<file path="config.mk">
export PLATFORM = sky130hd
export DESIGN_NAME = ysyx_23060240_ifu
export DESIGN_NICKNAME = d
export VERILOG_FILES = /design/src/rtl/ysyx_23060240_ifu_pkg.sv /design/src/rtl/ysyx_23060240_ifu.sv
export SDC_FILE = /design/constraint.sdc
export NUM_CORES = 1
export LEC_CHECK = 0
export CAP_MARGIN = 20
export CELL_PAD_IN_SITES_DETAIL_PLACEMENT = 1
export CELL_PAD_IN_SITES_GLOBAL_PLACEMENT = 2
export CORE_MARGIN = 2
export CORE_UTILIZATION = 29
export DETAILED_ROUTE_END_ITERATION = 10
export GPL_TIMING_DRIVEN = 0
export PLACE_DENSITY_LB_ADDON = 0.1
export SYNTH_ARGS = -nofsm -noshare
export SYNTH_HDL_FRONTEND = slang
export SYNTH_SLANG_ARGS = --single-unit
</file>
<file path="constraint.sdc">
create_clock -name clk -period 6.9 [get_ports clk]
set_clock_uncertainty 0.15 [all_clocks]
set_input_delay 0.69 -clock clk [delete_from_list [all_inputs] [get_ports clk]]
set_output_delay 0.69 -clock clk [all_outputs]
set_load 0.005 [all_outputs]
</file>
<file path="src/rtl/ysyx_23060240_ifu_pkg.sv">
// Shared constants and FSM encoding for the instruction fetch unit.
package ysyx_23060240_ifu_pkg;

  localparam logic [31:0] RESET_PC_DEFAULT = 32'h8000_0000;
  localparam logic [31:0] NOP_INST         = 32'h0000_0013;

  typedef enum logic [1:0] {
    S_IDLE = 2'd0,
    S_REQ  = 2'd1,
    S_WAIT = 2'd2,
    S_HOLD = 2'd3
  } ifu_state_e;

  function automatic logic [31:0] align_pc(input logic [31:0] pc);
    return {pc[31:2], 2'b00};
  endfunction

endpackage

</file>
<file path="src/rtl/ysyx_23060240_ifu.sv">
// Instruction fetch unit: one fetch in flight, redirects squash stale responses.
module ysyx_23060240_ifu
  import ysyx_23060240_ifu_pkg::*;
#(
  parameter logic [31:0] RESET_PC = RESET_PC_DEFAULT
) (
  input  logic        clk,
  input  logic        rst,
  output logic        req_valid,
  input  logic        req_ready,
  output logic [31:0] req_addr,
  input  logic        rsp_valid,
  input  logic [31:0] rsp_data,
  input  logic        rsp_err,
  output logic        inst_valid,
  input  logic        inst_ready,
  output logic [31:0] inst,
  output logic [31:0] inst_pc,
  output logic        inst_err,
  input  logic        redirect_valid,
  input  logic [31:0] redirect_pc
);

  ifu_state_e  state_q, state_d;
  logic [31:0] pc_q, pc_d;
  logic        kill_q, kill_d;
  logic [31:0] inst_q, inst_d;
  logic [31:0] inst_pc_q, inst_pc_d;
  logic        inst_err_q, inst_err_d;
  logic [31:0] redir_pc;

  assign redir_pc = align_pc(redirect_pc);

  always_ff @(posedge clk or posedge rst) begin
    if (rst) begin
      state_q    <= S_IDLE;
      pc_q       <= RESET_PC;
      kill_q     <= 1'b0;
      inst_q     <= NOP_INST;
      inst_pc_q  <= 32'h0;
      inst_err_q <= 1'b0;
    end else begin
      state_q    <= state_d;
      pc_q       <= pc_d;
      kill_q     <= kill_d;
      inst_q     <= inst_d;
      inst_pc_q  <= inst_pc_d;
      inst_err_q <= inst_err_d;
    end
  end

  always_comb begin
    state_d    = state_q;
    pc_d       = pc_q;
    kill_d     = kill_q;
    inst_d     = inst_q;
    inst_pc_d  = inst_pc_q;
    inst_err_d = inst_err_q;
    unique case (state_q)
      S_IDLE: begin
        state_d = S_REQ;
        if (redirect_valid) pc_d = redir_pc;
      end
      S_REQ: begin
        if (redirect_valid) pc_d = redir_pc;
        // The old pc is what the memory sampled, so its word must be squashed.
        if (req_ready) begin
          state_d = S_WAIT;
          kill_d  = redirect_valid;
        end
      end
      S_WAIT: begin
        if (rsp_valid) begin
          if (kill_q || redirect_valid) begin
            kill_d  = 1'b0;
            state_d = S_REQ;
            if (redirect_valid) pc_d = redir_pc;
          end else begin
            inst_d     = rsp_data;
            inst_pc_d  = pc_q;
            inst_err_d = rsp_err;
            state_d    = S_HOLD;
          end
        end else if (redirect_valid) begin
          kill_d = 1'b1;
          pc_d   = redir_pc;
        end
      end
      S_HOLD: begin
        if (redirect_valid) begin
          pc_d    = redir_pc;
          state_d = S_REQ;
        end else if (inst_ready) begin
          pc_d    = pc_q + 32'd4;
          state_d = S_REQ;
        end
      end
      default: state_d = S_IDLE;
    endcase
  end

  assign req_valid  = (state_q == S_REQ);
  assign inst_valid = (state_q == S_HOLD);
  assign req_addr   = pc_q;
  assign inst       = inst_q;
  assign inst_pc    = inst_pc_q;
  assign inst_err   = inst_err_q;

  // A response with nothing outstanding is a memory-side protocol bug.
  a_rsp_in_wait: assert property (@(posedge clk) disable iff (rst)
    rsp_valid |-> (state_q == S_WAIT));

endmodule

</file>
==> impl_metrics.ini <==
[route]
avgViaCountPerCell = 5.00
wirelength_um = 14300
initialDrtViolationCount = 131
ant_nets = 0
drc = 0
vias = 3866
dr.pass1.iters = 4
wire_per_inst_um = 18.5

[timing]
drv_slew = 0
setup_viol = 0
tightest_slew_ns = 0.885
hold_ws_ns = 0.356
fmax_ghz = 0.381
fin_crit_ns = 2.62
period_share_pct = 38.0
hold_viol_final = 0
finalSetupTns_ns = 0
slew_headroom_pct = 40.6
grt_setup_unrepaired = no

[yosys]
syn_inst = 403
synth.ff_latch_count = 96
async_reset_ff_share_pct = 100
synth_edf_count = 0
synthTopCellsByCount = 92 x dfrtp_1, 63 x mux2_2, 32 x a21oi_1, 27 x nand2_1, 26 x nor2_1
syn_area_um2 = 4520
ys.flop_type = dfrtp_1
yosysMostFrequentCell = dfrtp_1
ys_types = 58
avgSynthCellArea_um2 = 11.2
synth.top_cell.area_share_pct = 51.0
yosysSeqAreaShare_pct = 53.3
yosysTopAreaCell = dfrtp_1
yosysWarningCount = 0
synthTopCellsByArea = dfrtp_1 51%, mux2_2 16%, a21oi_1 3.5%

[floorplan]
fp.dieH_um = 129
die_w_um = 129
dieArea_um2 = 16600
pin_count = 170
start_util_pct = 29.7
rows = 45
core_area_um2 = 15200

[critical_path]
start_kind = input port
required_ns = 6.95
slowest_delay_ns = 0.49
crit_arrival_ns = 2.67
slowest_stage = clkdlybuf4s50_1
path_cells = clkdlybuf4s50_1 > nor4bb_1 > or2_2 > buf_2 > buf_1 > a21oi_1 > a2bb2oi_1
worstPathMaxFanout = 10
crit_type = in -> reg
cp-end-kind = flip-flop

[power_and_ir_drop]
power_mw = 2.41
cellPowerDensity_nw_per_um2 = 357
ir_drop_mv = 0.150
p_leak_nw = 2.78

[clocking]
cts_setup_buffers = 0
cts_made_buffers = 9
cts_hold_buf = 0
cts_tree = yes
cts.sinks = 96
h-tree-depth = 3
cts_root_buf = clkbuf_16
cts_resized = 0
cts_buffer_depth = 2
clk_pin_slew_ns = 0.07
clkLatencyLatePin_ns = 0.35

[layout]
fill_cells = 1662
syn_to_final_growth_pct = 49.0
insertedDiodeCount = 0
fin_nets = 655
drive_gt1_share_pct = 19.0

[global_routing]
grt_max_degree = 60
grt_overflow = 0
antenna_found_initial = 0
grt_usage_pct = 17.7
grt_first_pass_wirelength_um = 22600
first_global_vias = 4108

[flow_run]
drv_cap = 0

[hold_path]
hold_class = reg -> reg

[placed_design]
portBuffers = 162
place.gp.congestion = 0.751
dp_hpwl_um = 10500

[status]
status = finished, final reports clean
[critical path: cells and delay by family]
kind                   cells  cell delay [ns]
buffers and inverters      3             1.19
AO/OA/AOI/OAI              2             0.24
AND/OR/NAND/NOR            2             0.56
[layer usage]
layer	part of all wire (%)	GRT usage (%)
met1	47	24.3
met4	1.5	5.75
met2	46	28.3
met5	0	0
met3	5.8	3.37
[cells in the final DEF (no fill, tap or decap), drive strengths merged, types with 2 or more instances in the layout]
cell | Yosys | final
clkbuf | 11 | 22
inv | 8 | 9
dfstp | 4 | 4
ha | 4 | 4
a311oi | 3 | 3
dfrtp | 92 | 92
and4 | 2 | 2
and2 | 2 | 2
o21ai | 14 | 14
o31ai | 2 | 2
a22oi | 2 | 2
a2bb2oi | 3 | 3
buf | 15 | 16
a41oi | 2 | 2
nor2 | 28 | 28
o22a | 3 | 3
o22ai | 6 | 6
nand2 | 27 | 27
nor4 | 2 | 2
conb | 1 | 4
and3 | 7 | 7
nand3 | 15 | 15
nand4 | 9 | 9
mux2 | 63 | 63
nor3 | 7 | 7
a31oi | 5 | 5
nor2b | 8 | 8
clkinv | 0 | 2
a21oi | 32 | 32
a21o | 2 | 2
clkdlybuf4s50 | 0 | 162
or2 | 3 | 3
a211oi | 4 | 4
[area by class of cell]
type / instances / area [µm²] / share of cell area, %
buffer: 26 / 125 / 1.86
clock inverter: 5 / 63.8 / 0.948
multi-input combinational: 276 / 1970 / 29.2
inverter: 8 / 32.5 / 0.483
sequential: 96 / 2410 / 35.8
timing repair buffer: 163 / 1650 / 24.5
tap: 188 / 235 / 3.49
clock buffer: 11 / 253 / 3.75
[sequential cells by signal, indices dropped and copies added (netlist names)]
register and count:
inst_pc 30, req_addr 30, inst_err 1, inst 32, state_q 2, kill_q 1
[final timing paths]
path                             from      endpoint  slack, ns  depth (start not counted)
setup reg to reg           state_q[0]  req_addr[11]       4.41                          9
min in group asynchronous         rst      inst[21]       0.60                          2
hold / removal                inst[8]       inst[8]       0.36                          1
hold reg to reg               inst[8]       inst[8]       0.36                          1
max in group asynchronous         rst  req_addr[31]       5.28                          3
setup / recovery            rsp_valid  req_addr[17]       4.28                          7
[metrics by stage]
stage	instance area, µm²	instances	util [%]	setup slack, ns
global placement	6390	756	42.0	1.76
floorplan	4530	406	-	3.56
finish	6730	773	44.3	4.28
detailed placement	6420	757	42.2	3.89
CTS	6730	773	44.3	4.25
global route	6730	773	44.3	4.06
[cells by family (layout without fill, tap and decap cells)]
kind of cell             Yosys count  in the layout  synth area share, %
AND/OR/NAND/NOR                  116            116                 13.7
flip-flops                        96             96                 53.3
AO/OA/AOI/OAI                     87             87                 12.2
multiplexers                      64             64                 15.9
buffers and inverters             34            213                 3.43
adder cells (fa/ha/maj)            4              4                 1.11
other                              1              4               0.0830
XOR/XNOR                           1              1                0.194
[report_power, final]
group / leakage (nW) / internal (mW) / switching, mW / total [mW]
clock network: 0.152 / 0.303 / 0.224 / 0.527
logic: 1.45 / 0.605 / 0.319 / 0.924
registers: 1.18 / 0.790 / 0.165 / 0.955
Power figures use the tool's default switching activity.
==> variant 1: new RTL, same flow settings <==
Put one more register stage on the output `inst_err`, without a reset. The value now appears one clock later. The other outputs are not delayed to match.
--- a/src/rtl/ysyx_23060240_ifu.sv
+++ b/src/rtl/ysyx_23060240_ifu.sv
@@ -104,7 +104,9 @@
   assign req_addr   = pc_q;
   assign inst       = inst_q;
   assign inst_pc    = inst_pc_q;
-  assign inst_err   = inst_err_q;
+  always_ff @(posedge clk) begin
+    inst_err <= inst_err_q;
+  end
 
   // A response with nothing outstanding is a memory-side protocol bug.
   a_rsp_in_wait: assert property (@(posedge clk) disable iff (rst)
Behaviour: not the same (a bounded check fails within 4 cycles, from zero or initial values and one cycle with rst high).
==> variant 1 against the original RTL <==
  * Area after synthesis grew 0.44%
  * Critical path depth grew 1
  * Non-clock buffer count is the same
  * Worst setup slack lost 0.077 ns
  * Power shrank 1.4%
  * Sequential cell count grew 1
  * Wire length grew 0.47%
  * Cell area grew 0.19%
==> variant 1: results (changes against the original RTL) <==
[run_status]
outcome=finished, final reports clean

[timing]
finalCriticalPeriod_ns=2.70  ; +0.0774 ns
finalHoldWorstSlack_ns=0.216  ; -0.141 ns
relSlewSlack_pct=40.8  ; +0.23 points

[critical_path]
crit_arrival_ns=2.75  ; +0.08 ns
worstSetupEndpoint=req_addr[8]
r2r_slack_ns=4.38  ; -0.03 ns

[global_route]
grt_start_max_net_pins=53  ; -12%
track_usage_pct=17.8  ; +0.15 points
grt_pass1_wl_um=22700  ; +0.43%
grt_pass1_vias=4086  ; -0.54%

[logic_synthesis]
synth_seq_area_share_pct=53.5  ; +0.21 points
ys_async_sr_fraction_pct=99.0  ; -1.0 points
synth_common_cells=dfrtp_1 (92), mux2_2 (63), a21oi_1 (32), nand2_1 (27), nor2_1 (26)
synth_cell_types=59  ; +1.7%

[detailed_routing]
wirelength_um=14400  ; +0.47%
drt_iter0_markers=104  ; -21%
vias=3870  ; +0.10%

[final_layout]
drive_gt1_share_pct=18.8  ; -0.20 points
fill_cells=1673  ; +0.66%
final_nets=656  ; +0.15%

[placement]
place_congestion=0.788  ; +4.9%
dpl_cell_area_sq_mm=0.00646  ; +0.76%
dpl.hpwl_um=10500  ; -0.12%

[pwr]
leakage_nw=2.77  ; -0.41%
ir_drop_mv=0.156  ; +3.4%

[clock_network]
clk_pin_slew_worst_paths_ns=0.07  ; about the same

variant 1: cell types whose count changed after synthesis:
cell | before | now
dfxtp_1 | 0 | 1
variant 1: final cells by class:
| type | instances | area, sq um | area share [%] |
|---|---|---|---|
| buffer | 26 | 125 | 1.85 |
| clock buffer | 11 | 243 | 3.60 |
| clock inverter | 5 | 37.5 | 0.556 |
| inverter | 8 | 32.5 | 0.482 |
| multi-input combinational | 276 | 1970 | 29.2 |
| sequential | 97 | 2430 | 36.0 |
| tap | 211 | 264 | 3.91 |
| timing repair buffer | 163 | 1650 | 24.4 |
variant 1: metal layers:
| layer | vias to the layer above | part of all wire, % | routed length (um) | GRT usage [%] |
|---|---|---|---|---|
| li1 | 1815 | - | - | - |
| met5 | - | 0 | 0 | 0 |
| met3 | 15 | 5.2 | 743 | 3.39 |
| met2 | 127 | 46 | 6680 | 28.6 |
| met4 | 0 | 1.8 | 266 | 6.71 |
| met1 | 1913 | 47 | 6700 | 24.1 |
variant 1: metrics by stage:
step | total power, mW | std cells
global route | 2.53 | 797
CTS | 2.42 | 797
floorplan | 1.31 | 407
detailed placement | 1.92 | 781
global placement | 1.88 | 780
finish | 2.37 | 797
variant 1: worst min path at each step:
stage                     cells after the start  startpoint       end
after floorplan                               0  inst_err_q  inst_err
after global placement                        0  inst_err_q  inst_err
after detailed placement                      0  inst_err_q  inst_err
after CTS                                     0  inst_err_q  inst_err
after global routing                          0  inst_err_q  inst_err
final                                         0  inst_err_q  inst_err
variant 1: logic make-up after synthesis:
| logic type | after synthesis | synth area share, % |
|---|---|---|
| AND/OR/NAND/NOR | 116 | 13.7 |
| flip-flops | 97 | 53.5 |
| AO/OA/AOI/OAI | 87 | 12.2 |
| multiplexers | 64 | 15.9 |
| buffers and inverters | 34 | 3.42 |
| adder cells (fa/ha/maj) | 4 | 1.10 |
| other | 1 | 0.0826 |
| XOR/XNOR | 1 | 0.193 |
variant 1: worst register-to-register path: cells and delay by family, from the launching register on:
kind	cells	cell delay (ns)
simple gates	3	0.66
flops	1	0.41
buf+inv	3	0.78
fa+ha+maj	1	0.24
compound gates	2	0.13
variant 1: power breakdown:
group / internal [mW] / switching (mW) / total, mW
Sequential: 0.799 / 0.164 / 0.963
Clock: 0.257 / 0.227 / 0.484
Combinational: 0.606 / 0.321 / 0.927
==> variant 2: new RTL, config.mk and constraints unchanged <==
Made on the original files. Reset style: synchronous (`rst`), changed in one clocked block.
--- a/src/rtl/ysyx_23060240_ifu.sv
+++ b/src/rtl/ysyx_23060240_ifu.sv
@@ -31,7 +31,7 @@
 
   assign redir_pc = align_pc(redirect_pc);
 
-  always_ff @(posedge clk or posedge rst) begin
+  always_ff @(posedge clk) begin
     if (rst) begin
       state_q    <= S_IDLE;
       pc_q       <= RESET_PC;
Behaviour: differs if rst is asserted again (counterexample within 4 cycles, from zero or initial values and one cycle with rst high); with rst held inactive, the same outputs for 4 cycles.
==> variant 2 against the original RTL <==
  * Critical endpoint is now req_addr[10]
  * Worst setup slack worse by 0.48 ns
  * Wire length rose by 20%
  * Cell area is 2.2% lower
  * Register-to-register slack worse by 0.49 ns
  * Sequential cell count did not move
  * Non-clock buffer count rose by 16
  * Global-route usage up 3.4 points
  * Area after synthesis is 2.5% lower
  * First-iteration DRC count increased by 34%
  * Critical path type unchanged
Power is not compared: it rests on default switching activity, and its combinational part moved more than twofold at a synthesized area within 25%.
==> variant 2: results (changes against the original RTL) <==
[run_status]
outcome=finished, final reports clean

[clock_network]
cts_root_buf=clkbuf_16
cts_resized=0  ; unchanged
cts_buffers=9  ; unchanged
clk_latency_ns=0.35  ; about the same
clk_pin_slew_worst_paths_ns=0.07  ; about the same
cts_buffer_depth=2  ; unchanged
postCtsSetupBuffers=0  ; unchanged
htree_levels=3  ; unchanged

[final_layout]
fill_cells=1810  ; +8.9%
antennaDiodeCount=0  ; unchanged
final_cells=944  ; +22%
drive_gt1_share_pct=4.76  ; -14 points
largest_reg_flops=32  ; unchanged
final_nets=826  ; +26%

[pwr]
leakage_nw=2.24
ir_drop_mv=0.123

[logic_synthesis]
ys_async_sr_fraction_pct=0  ; -100 points
synth_top_flop_cell=dfxtp_1
synth_seq_area_share_pct=43.6  ; -9.7 points
synth_warnings=0  ; unchanged
synth_common_cells=nand2_1 (149), dfxtp_1 (96), a21oi_1 (86), clkbuf_1 (32), nor2_1 (23)
syn-instance-count=575  ; +43%
synth_edf_count=0  ; unchanged
yosys-top-cells-area=dfxtp_1 (44%), nand2_1 (13%), a21oi_1 (9.8%)
synth_cell_types=68  ; +17%

[min_path]
hold_path.class=reg -> reg

[placement]
place_congestion=0.809  ; +7.7%
dp.cells=928  ; +23%
port_buffers=162  ; unchanged
dpl.hpwl_um=12700  ; +21%

[timing]
relSlewSlack_pct=37.2  ; -3.3 points

[critical_path]
crit_arrival_ns=3.17  ; +0.50 ns
path_max_fanout=10  ; unchanged

[global_route]
antenna_found_initial=0  ; unchanged
grt_pass1_wl_um=26600  ; +18%
track_usage_pct=21.1  ; +3.4 points
grt_start_max_net_pins=17  ; -72%
grt_pass1_vias=4897  ; +19%

[detailed_routing]
dr.pass1.iters=4  ; unchanged
wirelength_um=17100  ; +20%
vias_per_cell=5.13  ; +2.6%
drt_iter0_markers=175  ; +34%
postRouteAntennaNets=0  ; unchanged

==> variant 2: cell types whose count changed in the layout (fill, tap and decap cells not counted), moves of 6 or more <==
cell,delta
nand3b_1,+6
inv_1,+9
nor4_1,+9
dfrtp_1,-92
nor3_1,+6
clkbuf_1,+22
nand2_1,+122
mux2_2,-62
buf_2,-8
a21oi_1,+54
dfxtp_1,+96
==> variant 2: per-layer routing <==
metal | vias up | part of all wire, % | global-route usage (%)
met2 | 126 | 48 | 34.4
li1 | 2353 | - | -
met1 | 2349 | 44 | 27.3
met5 | - | 0 | 0
met4 | 0 | 1.7 | 8.27
met3 | 18 | 6.3 | 4.52
==> variant 2: critical path: stages <==
cell and delay, ns:
clkdlybuf4s50_1 0.67, nor4bb_1 0.12, clkbuf_1 0.37, nor2_1 0.84
o21ai_0 0.22, a2bb2oi_1 0.20, nor2_1 0.06
==> variant 2: power by group <==
part           internal, mW  switching (mW)
Clock                 0.294           0.231
Sequential            0.569          0.0237
Combinational        0.0860          0.0684
==> variant 2: logic make-up (layout without fill, tap and decap cells) <==
family,Yosys count,count (layout),share of synthesized area [%]
fa+ha+maj,4,4,1.14
mux,5,5,1.16
buf+inv,59,237,5.79
simple gates,265,265,28.9
flops,96,96,43.6
xor+xnor,3,3,0.596
compound gates,142,142,18.7
other cells,1,4,0.0851
==> variant 2: worst paths after layout <==
path                       start           end  slack (ns)  cells after the start
hold / removal       inst_pc[11]   inst_pc[11]        0.31                      2
hold reg to reg      inst_pc[11]   inst_pc[11]        0.31                      2
setup / recovery  redirect_valid  req_addr[10]        3.80                      7
setup reg to reg      state_q[0]  req_addr[10]        3.92                      9
==> variant 2: area by class of cell <==
type / count / area share, %
buffer: 43 / 2.97
inverter: 16 / 0.913
clock inverter: 5 / 0.970
timing repair buffer: 162 / 24.6
tap: 188 / 3.57
multi-input combinational: 423 / 34.0
clock buffer: 11 / 3.69
sequential: 96 / 29.2
==> variant 2: per-stage QoR <==
stage	hold WS [ns]	total power, mW	area [sq um]	utilization (%)	setup slack [ns]
after floorplan	0.303	0.660	4420	-	4.62
after global placement	0.292	0.756	6270	41.7	3.49
after detailed placement	0.298	0.760	6270	41.7	3.43
after CTS	0.308	1.29	6580	43.8	3.80
after global routing	0.331	1.33	6580	43.8	3.64
final	0.306	1.27	6580	43.8	3.80
